==> config.mk <==
export PLATFORM = sky130hd
export DESIGN_NAME = mips_multicycle_ctrl
export DESIGN_NICKNAME = d
export VERILOG_FILES = /design/src/rtl/mips_multicycle_ctrl.sv
export SDC_FILE = /design/constraint.sdc
export NUM_CORES = 1
export LEC_CHECK = 0
export ABC_CLOCK_PERIOD_IN_PS = 3700
export CORE_MARGIN = 2
export CORE_UTILIZATION = 47
export DETAILED_ROUTE_END_ITERATION = 10
export PLACE_DENSITY_LB_ADDON = 0.08
export SLEW_MARGIN = 20
export SYNTH_ARGS = -nofsm -noshare
export SYNTH_HDL_FRONTEND = slang
export SYNTH_SLANG_ARGS = --single-unit
export TNS_END_PERCENT = 1
==> constraint.sdc <==
create_clock -name clock -period 3.7 [get_ports clock]
set_input_delay 0.74 -clock clock [delete_from_list [all_inputs] [get_ports clock]]
set_output_delay 0.74 -clock clock [all_outputs]
set_load 0.02 [all_outputs]
==> src/rtl/mips_multicycle_ctrl.sv <==
// Multi-cycle sequencing FSM for the MIPS core: owns the PC, strobes IR/regfile/data-memory enables.
// Optional single-step mode (extra step input and PAUSE state) enabled by defining MIPS_SINGLE_STEP_EN.
module mips_multicycle_ctrl #(
  parameter logic [31:0] RESET_PC    = 32'h0,
  parameter int          MEM_TIMEOUT = 15,
  parameter logic [5:0]  HALT_OPCODE = 6'h3F
) (
  input  logic        clock,
  input  logic        reset_n,
  input  logic        start,
`ifdef MIPS_SINGLE_STEP_EN
  input  logic        step,
`endif
  input  logic [5:0]  opcode,
  input  logic [5:0]  funct,
  input  logic [15:0] immediate,
  input  logic [25:0] address,
  input  logic [31:0] rs_content,
  input  logic        alu_zero,
  input  logic        mem_ready,
  output logic [31:0] pc,
  output logic        ir_load,
  output logic        reg_write_en,
  output logic        mem_read_en,
  output logic        mem_write_en,
  output logic [2:0]  state,
  output logic        busy,
  output logic        halted,
  output logic        error,
  output logic [31:0] retired
);

  localparam int CW = $clog2(MEM_TIMEOUT + 1);
  localparam logic [CW-1:0] CNT_LAST = CW'(MEM_TIMEOUT - 1);

  localparam logic [5:0] OP_RTYPE = 6'h00;
  localparam logic [5:0] OP_J     = 6'h02;
  localparam logic [5:0] OP_BEQ   = 6'h04;
  localparam logic [5:0] OP_LW    = 6'h23;
  localparam logic [5:0] OP_SW    = 6'h2B;
  localparam logic [5:0] FN_JR    = 6'h08;

  typedef enum logic [2:0] {
    IDLE      = 3'd0,
    FETCH     = 3'd1,
    DECODE    = 3'd2,
    EXECUTE   = 3'd3,
    MEMORY    = 3'd4,
    WRITEBACK = 3'd5,
    HALT      = 3'd6
`ifdef MIPS_SINGLE_STEP_EN
    , PAUSE   = 3'd7
`endif
  } state_t;

  state_t        state_q, state_d;
  logic [31:0]   pc_q, pc_d;
  logic [31:0]   retired_q, retired_d;
  logic [CW-1:0] cnt_q, cnt_d;
  logic          error_q, error_d;
  logic          ir_load_q, ir_load_d;
  logic          reg_write_en_q, reg_write_en_d;
  logic          mem_read_en_q, mem_read_en_d;
  logic          mem_write_en_q, mem_write_en_d;
  logic          busy_q, busy_d;
  logic          halted_q, halted_d;
  logic          retire;

  always_comb begin
    state_d   = state_q;
    pc_d      = pc_q;
    retired_d = retired_q;
    cnt_d     = cnt_q;
    error_d   = error_q;
    retire    = 1'b0;

    case (state_q)
      IDLE:   if (start) state_d = FETCH;
      FETCH:  state_d = DECODE;
      DECODE: state_d = (opcode == HALT_OPCODE) ? HALT : EXECUTE;
      EXECUTE: begin
        if (opcode == OP_J) begin
          pc_d   = {6'b0, address};
          retire = 1'b1;
        end else if (opcode == OP_RTYPE && funct == FN_JR) begin
          pc_d   = rs_content;
          retire = 1'b1;
        end else if (opcode == OP_BEQ) begin
          pc_d   = alu_zero ? pc_q + 32'd1 + {{16{immediate[15]}}, immediate} : pc_q + 32'd1;
          retire = 1'b1;
        end else if (opcode == OP_LW || opcode == OP_SW) begin
          state_d = MEMORY;
          cnt_d   = '0;
        end else begin
          state_d = WRITEBACK;
        end
      end
      MEMORY: begin
        // A ready response in the final allowed cycle still completes normally.
        if (mem_ready) begin
          cnt_d = '0;
          if (mem_write_en_q) begin
            pc_d   = pc_q + 32'd1;
            retire = 1'b1;
          end else begin
            state_d = WRITEBACK;
          end
        end else if (cnt_q == CNT_LAST) begin
          error_d = 1'b1;
          state_d = HALT;
        end else begin
          cnt_d = cnt_q + 1'b1;
        end
      end
      WRITEBACK: begin
        pc_d   = pc_q + 32'd1;
        retire = 1'b1;
      end
      HALT: state_d = HALT;
`ifdef MIPS_SINGLE_STEP_EN
      PAUSE: if (step) state_d = FETCH;
`endif
      default: state_d = IDLE;
    endcase

    if (retire) begin
      retired_d = retired_q + 32'd1;
`ifdef MIPS_SINGLE_STEP_EN
      state_d   = PAUSE;
`else
      state_d   = FETCH;
`endif
    end

    // Enables are registered from the next state so they line up with the state they belong to.
    ir_load_d      = (state_d == FETCH);
    reg_write_en_d = (state_d == WRITEBACK);
    mem_read_en_d  = (state_d == MEMORY) &&
                     ((state_q == EXECUTE) ? (opcode == OP_LW) : mem_read_en_q);
    mem_write_en_d = (state_d == MEMORY) &&
                     ((state_q == EXECUTE) ? (opcode == OP_SW) : mem_write_en_q);
    busy_d         = (state_d != IDLE) && (state_d != HALT);
    halted_d       = (state_d == HALT);
  end

  always_ff @(posedge clock or negedge reset_n) begin
    if (!reset_n) begin
      state_q        <= IDLE;
      pc_q           <= RESET_PC;
      retired_q      <= '0;
      cnt_q          <= '0;
      error_q        <= 1'b0;
      ir_load_q      <= 1'b0;
      reg_write_en_q <= 1'b0;
      mem_read_en_q  <= 1'b0;
      mem_write_en_q <= 1'b0;
      busy_q         <= 1'b0;
      halted_q       <= 1'b0;
    end else begin
      state_q        <= state_d;
      pc_q           <= pc_d;
      retired_q      <= retired_d;
      cnt_q          <= cnt_d;
      error_q        <= error_d;
      ir_load_q      <= ir_load_d;
      reg_write_en_q <= reg_write_en_d;
      mem_read_en_q  <= mem_read_en_d;
      mem_write_en_q <= mem_write_en_d;
      busy_q         <= busy_d;
      halted_q       <= halted_d;
    end
  end

  assign pc           = pc_q;
  assign retired      = retired_q;
  assign state        = state_q;
  assign error        = error_q;
  assign ir_load      = ir_load_q;
  assign reg_write_en = reg_write_en_q;
  assign mem_read_en  = mem_read_en_q;
  assign mem_write_en = mem_write_en_q;
  assign busy         = busy_q;
  assign halted       = halted_q;

endmodule

Word-level counts from Yosys, hierarchy flattened
Cells that the tools add are included.
{"block": "op_classes", "add_sub_neg": 4, "eq_ne": 26, "muxes": 33, "bitwise_logic": 1, "reduce_logical": 13}
{"operator": "32-bit 2-to-1 mux", "n": 6}
{"operator": "32-bit one-hot mux with 3 select lines", "n": 1}
{"operator": "32-bit by 1-bit adder with 32-bit output (second input constant)", "n": 2}
{"operator": "32-bit adder", "n": 1}
{"operator": "3-bit 2-to-1 mux", "n": 9}
{"operator": "4-bit 2-to-1 mux", "n": 6}
{"operator": "3-bit one-hot mux with 7 select lines", "n": 1}
{"operator": "3-bit == test (second input constant)", "n": 6}
{"operator": "6-bit == test (second input constant)", "n": 3}
{"operator": "2-bit inequality test (second input constant)", "n": 6}
{"operator": "1-bit 2-to-1 mux", "n": 8}
{"operator": "4-bit one-hot mux with 2 select lines", "n": 1}
{"operator": "3-bit by 1-bit == test with 1-bit output (second input constant)", "n": 2}
{"operator": "3-bit by 2-bit == test with 1-bit output (second input constant)", "n": 2}
{"operator": "6-bit by 2-bit == test with 1-bit output (second input constant)", "n": 1}
{"operator": "6-bit by 3-bit == test with 1-bit output (second input constant)", "n": 1}
{"operator": "6-bit by 4-bit == test with 1-bit output (second input constant)", "n": 1}
{"operator": "6-bit logical NOT", "n": 1}
{"operator": "3-bit inequality test (second input constant)", "n": 2}
{"operator": "6-bit AND reduction", "n": 1}
{"operator": "3-bit nonzero test", "n": 2}
{"operator": "4-bit by 1-bit adder with 4-bit output (second input constant)", "n": 1}
{"operator": "4-bit == test (second input constant)", "n": 1}
{"operator": "1-bit logical AND", "n": 4}
{"operator": "8 further kinds", "n": 8}
{"block": "word_totals", "reg_bits": 78, "input_bits": 91, "output_inout_bits": 74, "wordCells": 88}

Longest topological paths before layout
Gate-level depths: netlist of run 1.
{"block": "depth", "word_depth": 10, "ltp_mapped": 17, "ltp_nobuf": 14}

Least setup slack after synthesis of run 1
OpenSTA, ideal clock, no wires.
{"block": "synth_path", "kind": "reg2reg", "start": "reg pc_q[7] (netlist: pc[7])", "end": "reg pc_q[31] (netlist: pc[31])", "setup_time_ns": 0.083, "t_arrival_ns": 3.744, "required_ns": 3.617, "slack_ns": -0.127, "path_stages_with_launch": 18, "n_path_buf": 3, "synth_period_minus_slack_ns": 3.827, "cell_sequence": "dfrtp_1 -> buf_4 -> nand4_2 -> or3_1 -> buf_6 -> nor2_1 -> and3_1 -> xor2_1 -> ha_1 -> clkbuf_1 -> a21o_1 -> a21o_1 -> a21oi_1 -> nand2_1 -> o21ai_0 -> o22ai_1 -> o41a_1 -> o21ai_0"}
{"block": "synth_between", "elab_chain_cells": 7, "elab_cells_between_ends": 9, "cone_classes": "2 x add/sub; 7 x mux"}
{"item": "from (decl)", "line": "57", "text": "logic [31:0] pc_q, pc_d;"}
{"item": "from (signal assigned)", "line": "161", "text": "pc_q <= pc_d;"}
{"item": "32-bit by 1-bit adder with 32-bit output (*)", "line": "89, 103, 116"}
{"item": "32-bit adder", "line": "89", "text": "pc_d = alu_zero ? pc_q + 32'd1 + {{16{immediate[15]}}, immediate} : pc_q + 32'd1;"}
{"item": "32-bit 2-to-1 mux", "line": "89"}
{"item": "32-bit 2-to-1 mux", "line": "88", "text": "end else if (opcode == OP_BEQ) begin"}
{"item": "32-bit 2-to-1 mux", "line": "85", "text": "end else if (opcode == OP_RTYPE && funct == FN_JR) begin"}
{"item": "32-bit 2-to-1 mux", "line": "82", "text": "if (opcode == OP_J) begin"}
{"item": "32-bit one-hot mux with 3 select lines (*)", "line": "77", "text": "case (state_q)"}
Every way passes the cells marked *; elsewhere a longest branch is shown, timed or not. The select of a mux whose other input is x is not followed.
A chain may end at the register's enable or synchronous reset.

Worst setup path after layout of run 1
{"block": "layout_path", "start": "reg pc_q[3] (netlist: pc[3])", "end": "reg pc_q[25] (netlist: pc[25])"}
Same word-level chain as after synthesis.

==> results of run 1 <==
-- placed cells by master (no fill, tap or decap), types with 6 or more instances in the layout --
cell type	netlist	layout
nor3_1	19	16
o22ai_1	9	9
mux2i_1	9	9
dfrtp_1	78	77
xnor2_2	1	7
and3_1	16	16
nand3_1	40	40
nand2_1	95	95
xnor2_1	58	52
clkdlybuf4s50_1	0	163
and2_1	7	7
a31oi_1	12	11
o21ai_0	68	66
clkbuf_16	0	9
and4_1	7	6
nor4_1	6	6
xor2_1	25	23
buf_4	1	86
o221ai_1	6	6
a21oi_1	65	63
nand4_1	27	27
inv_1	29	29
a21o_1	22	22
ha_1	42	41
o211ai_1	15	15
a211oi_1	10	10
nor2_1	72	69
nand2b_1	10	10
-- routing by layer --
metal | vias up | global-route usage (%)
met3 | 59 | 5.360
met4 | 0 | 13.45
met5 | - | 0
met1 | 3691 | 42.58
met2 | 362 | 49.04
li1 | 3700 | -
-- kinds of logic after synthesis --
family	Yosys count
AOI/OAI and AO/OA	264
and+or+nand+nor	336
DFF	78
adders and majority gates	43
xor gates and xnor gates	84
buffers and inverters	73
muxes	11
-- metrics by stage --
stage | util [%] | cell area, um^2 | setup WS [ns]
2_1_floorplan | - | 7179 | 0.02816
3_3_place_gp | 63.68 | 9573 | 0.08639
3_5_place_dp | 63.68 | 9573 | 0.07168
4_1_cts | 65.69 | 9876 | 0.06623
5_1_grt | 66.48 | 9993 | -0.04535
6_report | 66.48 | 9993 | 0.1831
-- sequential cells by signal (all words and copies together), names as in the netlist --
register      count
mem_read_en       1
cnt_q             4
mem_write_en      1
halted            1
reg_write_en      1
busy              1
state             3
pc               32
retired          32
error             1
ir_load           1
-- where the power goes --
group / internal [mW] / leakage (nW) / switching [mW] / total, mW
Sequential: 1.05 / 1.01 / 0.222 / 1.27
Clock: 0.532 / 0.147 / 0.411 / 0.942
Combinational: 1.70 / 3.14 / 2.08 / 3.78
-- repair_timing --
item / CTS / global route
gates resized for setup: 0 / 23
endpoints found under the setup margin: 0 / 15
hold endpoints to repair: 0 / 0
-- layout make-up --
cell class	instances	share of cell area, %
Clock buffer	9	2.254
Clock inverter	7	0.7763
Inverter	29	1.089
Multi-Input combinational cell	738	50.48
Sequential cell	78	19.54
Tap cell	188	2.354
Timing Repair Buffer	253	23.50
-- path summary, 6_finish.rpt --
kind | to | slack [ns] | cells past startpoint
worst max-delay path | pc[25] | 0.18 | 13
worst min-delay path | cnt_q[2] | 0.42 | 1
worst max register to register | pc[25] | 0.18 | 13
worst min register to register | retired[31] | 0.47 | 1
max in group asynchronous | pc[10] | 2.74 | 1
min in group clock | retired[31] | 0.47 | 1
-- worst max-delay path, cell delays in order (launching register included) --
cell and delay, ns:
dfrtp_1 0.35, and4_2 0.31, and4_1 0.28, and3_1 0.20, xor2_1 0.30, ha_1 0.38
nand2_1 0.17, o21ai_0 0.12, a21oi_1 0.28, a21oi_1 0.14, o21ai_0 0.32, o21ai_0 0.23
mux2i_1 0.16, a21o_1 0.17
==> flow_metrics.tcl, run 1 <==
set metrics [dict create \
    yosysMostFrequentCell "nand2_1" \
    avgViaCountPerCell 6.000 \
    critPathLaunchType "register" \
    wl_met2_mm 11.37 \
    gp_congestion 0.9723 \
    antennaDiodeCount 0 \
    synthArstFlopShare_pct 100.0 \
    hold_buffers 0 \
    grt_max_degree 79 \
    p_leak_nw 4.296 \
    instances_no_fill 1302 \
    initial_core_util_pct 47.73 \
    drt-met1-wl_mm 10.98 \
    synth_top_family_by_area "simple AND/OR/NAND/NOR gates" \
    synthCells 889 \
    power.total_mw 5.990 \
    grtUsageTotal_pct 31.27 \
    postRouteAntennaNets 0 \
    post_drt_wl_per_cell_um 19.45 \
    finish.net_count 1243 \
    crit_path_start "pc[3]" \
    powerDensity_nw_per_um2 599.4 \
    overflow 0 \
    maxCapViolCount 0 \
    first_pass_iters 5 \
    tightest_slew_ns 0.7367 \
    hold_viol 0 \
    muxShareOfSynthArea_pct 1.569 \
    rsz0062_at_grt "yes" \
    yosysSeqAreaShare_pct 27.20 \
    clock_skew_ns 0.009880 \
    multi_input_area_um2 5045 \
    clkSinkCount 78 \
    finalMaxSlewViolations 0 \
    ioPinCount 165 \
    highest_layer "met4" \
    fin_crit_sh_pct 95.05 \
    syn_area_um2 7176 \
    relSlewSlack_pct 50.89 \
    clk_latency_ns 0.36 \
    fin_crit_ns 3.517 \
    synth-main-ff-cell "dfrtp_1" \
    synth_edf_count 0 \
    grt_pass1_wl_mm 39.87 \
    num_rows 45 \
    wirelength_mm 25.32 \
    yosys.area.top_type_share_pct 27.20 \
    cts_buffer_depth 2 \
    synth_nets 1023 \
    io_buffers 164 \
    end_kind "register" \
    yosys.area_share.simple_pct 25.20 \
    synth_xor_area_share_pct 10.36 \
    netlist_top_cells_area "dfrtp_1, ha_1, xnor2_1" \
    dpl.cell_count 1286 \
    synth-adder-area-share_pct 7.602 \
    min_path_type "primary input to asynchronous set/reset pin" \
    grt_pass1_vias 7483 \
    worstReg2RegStart "pc[3]" \
    synth_common_cells "nand2_1, dfrtp_1, nor2_1" \
    vias 7812 \
    ys_warn_count 0 \
    dieWidth_um 127.6 \
    fin_tns_setup_ns 0 \
    synth_compound_area_share_pct 23.87 \
    ys_types 79 \
    clkTransAtPathRegs_ns 0.07 \
    seq_area_um2 1953 \
    cts_root_buf "clkbuf_16" \
    nFillCells 1287 \
    drt_iter0_drc 598 \
    hold_ws_ns 0.4234 \
    cts_setup_buffers 0 \
    htreeDepth 3 \
    peakVddDrop_mv 0.3298 \
    avgSynthCellArea_um2 8.072 \
    area.growth.synth_to_final_pct 39.27 \
    yosys.area.top_type "dfrtp_1" \
    post-dp-hpwl_mm 19.34 \
    setup_violations 0 \
    core_area_um2 15030 \
    outcome "finished clean" \
    antenna_found_initial 0 \
    drc_errors 0 \
    worstSetupPathType "register to register" \
    cts_made_buffers 9 \
    arrival_ns 3.77 \
    critPathRequiredTime_ns 3.95 \
    cts_tree "yes" \
    max_freq_mhz 284.3 \
    die_y_um 127.6 \
    worstPathMaxFanout 6 \
    wl_met3_mm 2.078 \
    dieArea_um2 16270 \
    synth-seq-cells 78 \
    final_layout_size_suffix_gt1_share_pct 14.54 \
]
(Power assumes the default switching activity.)
==> inputs of run 2 (changes only) <==
--- a/config.mk
+++ b/config.mk
@@ -5,9 +5,10 @@
 export SDC_FILE = /design/constraint.sdc
 export NUM_CORES = 1
 export LEC_CHECK = 0
+export ABC_AREA = 1
 export ABC_CLOCK_PERIOD_IN_PS = 3700
 export CORE_MARGIN = 2
-export CORE_UTILIZATION = 47
+export CORE_UTILIZATION = 48
 export DETAILED_ROUTE_END_ITERATION = 10
 export PLACE_DENSITY_LB_ADDON = 0.08
 export SLEW_MARGIN = 20
==> run 2 against run 1 <==
Net effect:
- non-clock buffer count down 58
- via count up 20%
- cell count up 33%
- sequential power grew 24%
- cell area up 4.8%
- global-route usage grew 2.7 points
- first-iteration DRC count rose by 23%
- largest power group unchanged
- clock power is 2% higher
- largest cell class unchanged
==> flow_metrics.tcl, run 2 <==
set metrics [dict create \
    outcome "finished clean" \
    worstSetupPathType "register to register" \
    grt_max_degree 51 \
    first_pass_iters 5 \
    setup_violations 0 \
    num_rows 47 \
    syn_area_um2 8112 \
    max_freq_mhz 285.0 \
    final_common_cell "nand2_1" \
    gp_congestion 1.029 \
    synth_edf_count 0 \
    ys_types 48 \
    synth_nets 1457 \
    io_buffers 164 \
    antenna_found_initial 1 \
    placed_area_um2 10130 \
    hold_buffers 0 \
    finalMaxSlewViolations 0 \
    initial_core_util_pct 49.09 \
    p_leak_nw 5.125 \
    synthCells 1323 \
    pre_cts_ws_ns 0.2242 \
    yosysMostFrequentCell "nand2_1" \
    drc_errors 0 \
    synth_common_cells "nand2_1, inv_1, nor2_1" \
    ioPinCount 165 \
    grt_pass1_wl_mm 47.50 \
    cts_made_buffers 9 \
    clock_skew_ns 0.008666 \
    area.growth.synth_to_final_pct 29.15 \
    dieArea_um2 17950 \
    grt_use_met1_pct 41.01 \
    overflow 0 \
    netlist_top_cells_area "dfrtp_1, nand2_1, inv_1" \
    hold_viol 0 \
    worstReg2RegStart "pc[0]" \
    cts_buffer_depth 2 \
    die_y_um 134.0 \
    drt_iter0_drc 737 \
    r2r-end "pc[23]" \
    wirelength_mm 30.11 \
    cts_root_buf "clkbuf_16" \
    arrival_ns 3.75 \
    final_layout_size_suffix_gt1_share_pct 6.242 \
    powerDensity_nw_per_um2 763.2 \
    clkTransAtPathRegs_ns 0.07 \
    vias 9397 \
    grt_busiest_layer "met2" \
    relSlewSlack_pct 45.72 \
    yosys.area.top_type "dfrtp_1" \
    yosysSeqAreaShare_pct 24.06 \
    maxCapViolCount 0 \
    avgViaCountPerCell 5.441 \
    synthArstFlopShare_pct 100.0 \
    reg2reg_slack_ns 0.19 \
    rr_worst_depth 20 \
    htreeDepth 3 \
    post-dp-hpwl_mm 23.96 \
    yosys.area.top_type_share_pct 24.06 \
    clk_latency_ns 0.35 \
    synth-main-ff-cell "dfrtp_1" \
    peakVddDrop_mv 0.6087 \
    avgSynthCellArea_um2 6.131 \
    fin_crit_ns 3.509 \
    critPathRequiredTime_ns 3.94 \
    post_drt_wl_per_cell_um 17.43 \
    nFillCells 1594 \
    fin_crit_sh_pct 94.83 \
    worstPathMaxFanout 5 \
    synth-seq-cells 78 \
    grt_pass1_vias 9097 \
    dieWidth_um 134.0 \
    finish.net_count 1635 \
    critPathLaunchType "register" \
    tightest_slew_ns 0.8132 \
    ctsResizeCount 0 \
    clkSinkCount 78 \
    fin_ws_ns 0.1913 \
    final_area_um2 10480 \
    postRouteAntennaNets 0 \
    rsz0062_at_grt "yes" \
    min_path_type "primary input to asynchronous set/reset pin" \
    grtUsageTotal_pct 33.98 \
    grtUsageMet2_pct 58.63 \
    layout_common_cells "nand2_1, inv_1, nor2_1" \
    cts_setup_buffers 0 \
    cts_tree "yes" \
    end_kind "register" \
    grt_use_met3_pct 5.140 \
    power.total_mw 7.996 \
    ys_warn_count 0 \
    core_area_um2 16520 \
]
## run 2: changes by cell type after synthesis, sizes merged, moves of 17 or more
cell	before	now
inv	29	184
nor2	75	187
nand3	40	83
xor2	25	45
xnor2	59	16
nand2	95	400
a21o	22	5
## run 2: worst max path at each step
stage / depth (start not counted) / from / end
after floorplan: 20 / pc[0] / pc[29]
after global placement: 19 / pc[0] / pc[31]
after detailed placement: 20 / pc[0] / pc[31]
after CTS: 19 / pc[0] / pc[31]
after global routing: 20 / pc[1] / pc[23]
final: 20 / pc[0] / pc[23]
## run 2: power breakdown
part | internal, mW | leakage, nW | switching, mW | total [mW]
clock network | 0.540 | 0.148 | 0.420 | 0.960
logic | 2.05 | 4.00 | 3.41 | 5.46
registers | 1.14 | 0.972 | 0.434 | 1.58
total | 3.73 | 5.13 | 4.27 | 8.00
## run 2: layer usage
| layer | wire length (um) | part of all wire, % |
|---|---|---|
| met5 | 0 | 0 |
| met4 | 1478 | 4.9 |
| met3 | 2198 | 7.3 |
| met2 | 14400 | 48 |
| met1 | 12040 | 40 |
## run 2: cell families (layout without fill, tap and decap cells)
group	after synthesis	in the layout	synth area share, %
simple gates	745	745	39.43
xor+xnor	61	61	6.586
compound gates	184	184	12.85
other cells	0	1	0
flops	78	78	24.06
buf+inv	212	395	10.35
fa+ha+maj	43	43	6.725
## run 2: stage by stage
stage / std cells / hold slack [ns] / util (%) / TNS [ns]
2_1_floorplan: 1323 / 0.4444 / - / 0
3_3_place_gp: 1710 / 0.4534 / 61.33 / 0
3_5_place_dp: 1710 / 0.4609 / 61.33 / 0
4_1_cts: 1726 / 0.4729 / 63.22 / 0
5_1_grt: 1726 / 0.4881 / 63.38 / -0.1150
6_report: 1727 / 0.4417 / 63.40 / 0
## run 2: worst max-delay path, stage by stage (launching register included)
cell and delay, ns:
dfrtp_1 0.44, ha_1 0.22, nand3_1 0.11, inv_1 0.11, nand2_1 0.15, nor2_2 0.24
xnor2_1 0.18, inv_1 0.11, ha_1 0.36, a21oi_1 0.32, nand2_1 0.11, a21oi_1 0.13
nand2_1 0.21, nand2_1 0.14, nand2_1 0.06, nand2_1 0.05, nand3_1 0.08, nand3_1 0.11
nand2_1 0.09, a21oi_1 0.13, nor2_1 0.05
## run 2: area by class of cell
type	instances	area (um^2)	area share (%)
antenna	1	2.502	0.02389
clock buffer	9	225.2	2.150
clock inverter	7	87.58	0.8360
inverter	184	690.7	6.593
multi-input combinational	1033	5346	51.03
sequential	78	1952	18.63
tap	220	275.3	2.627
timing repair buffer	195	1897	18.11
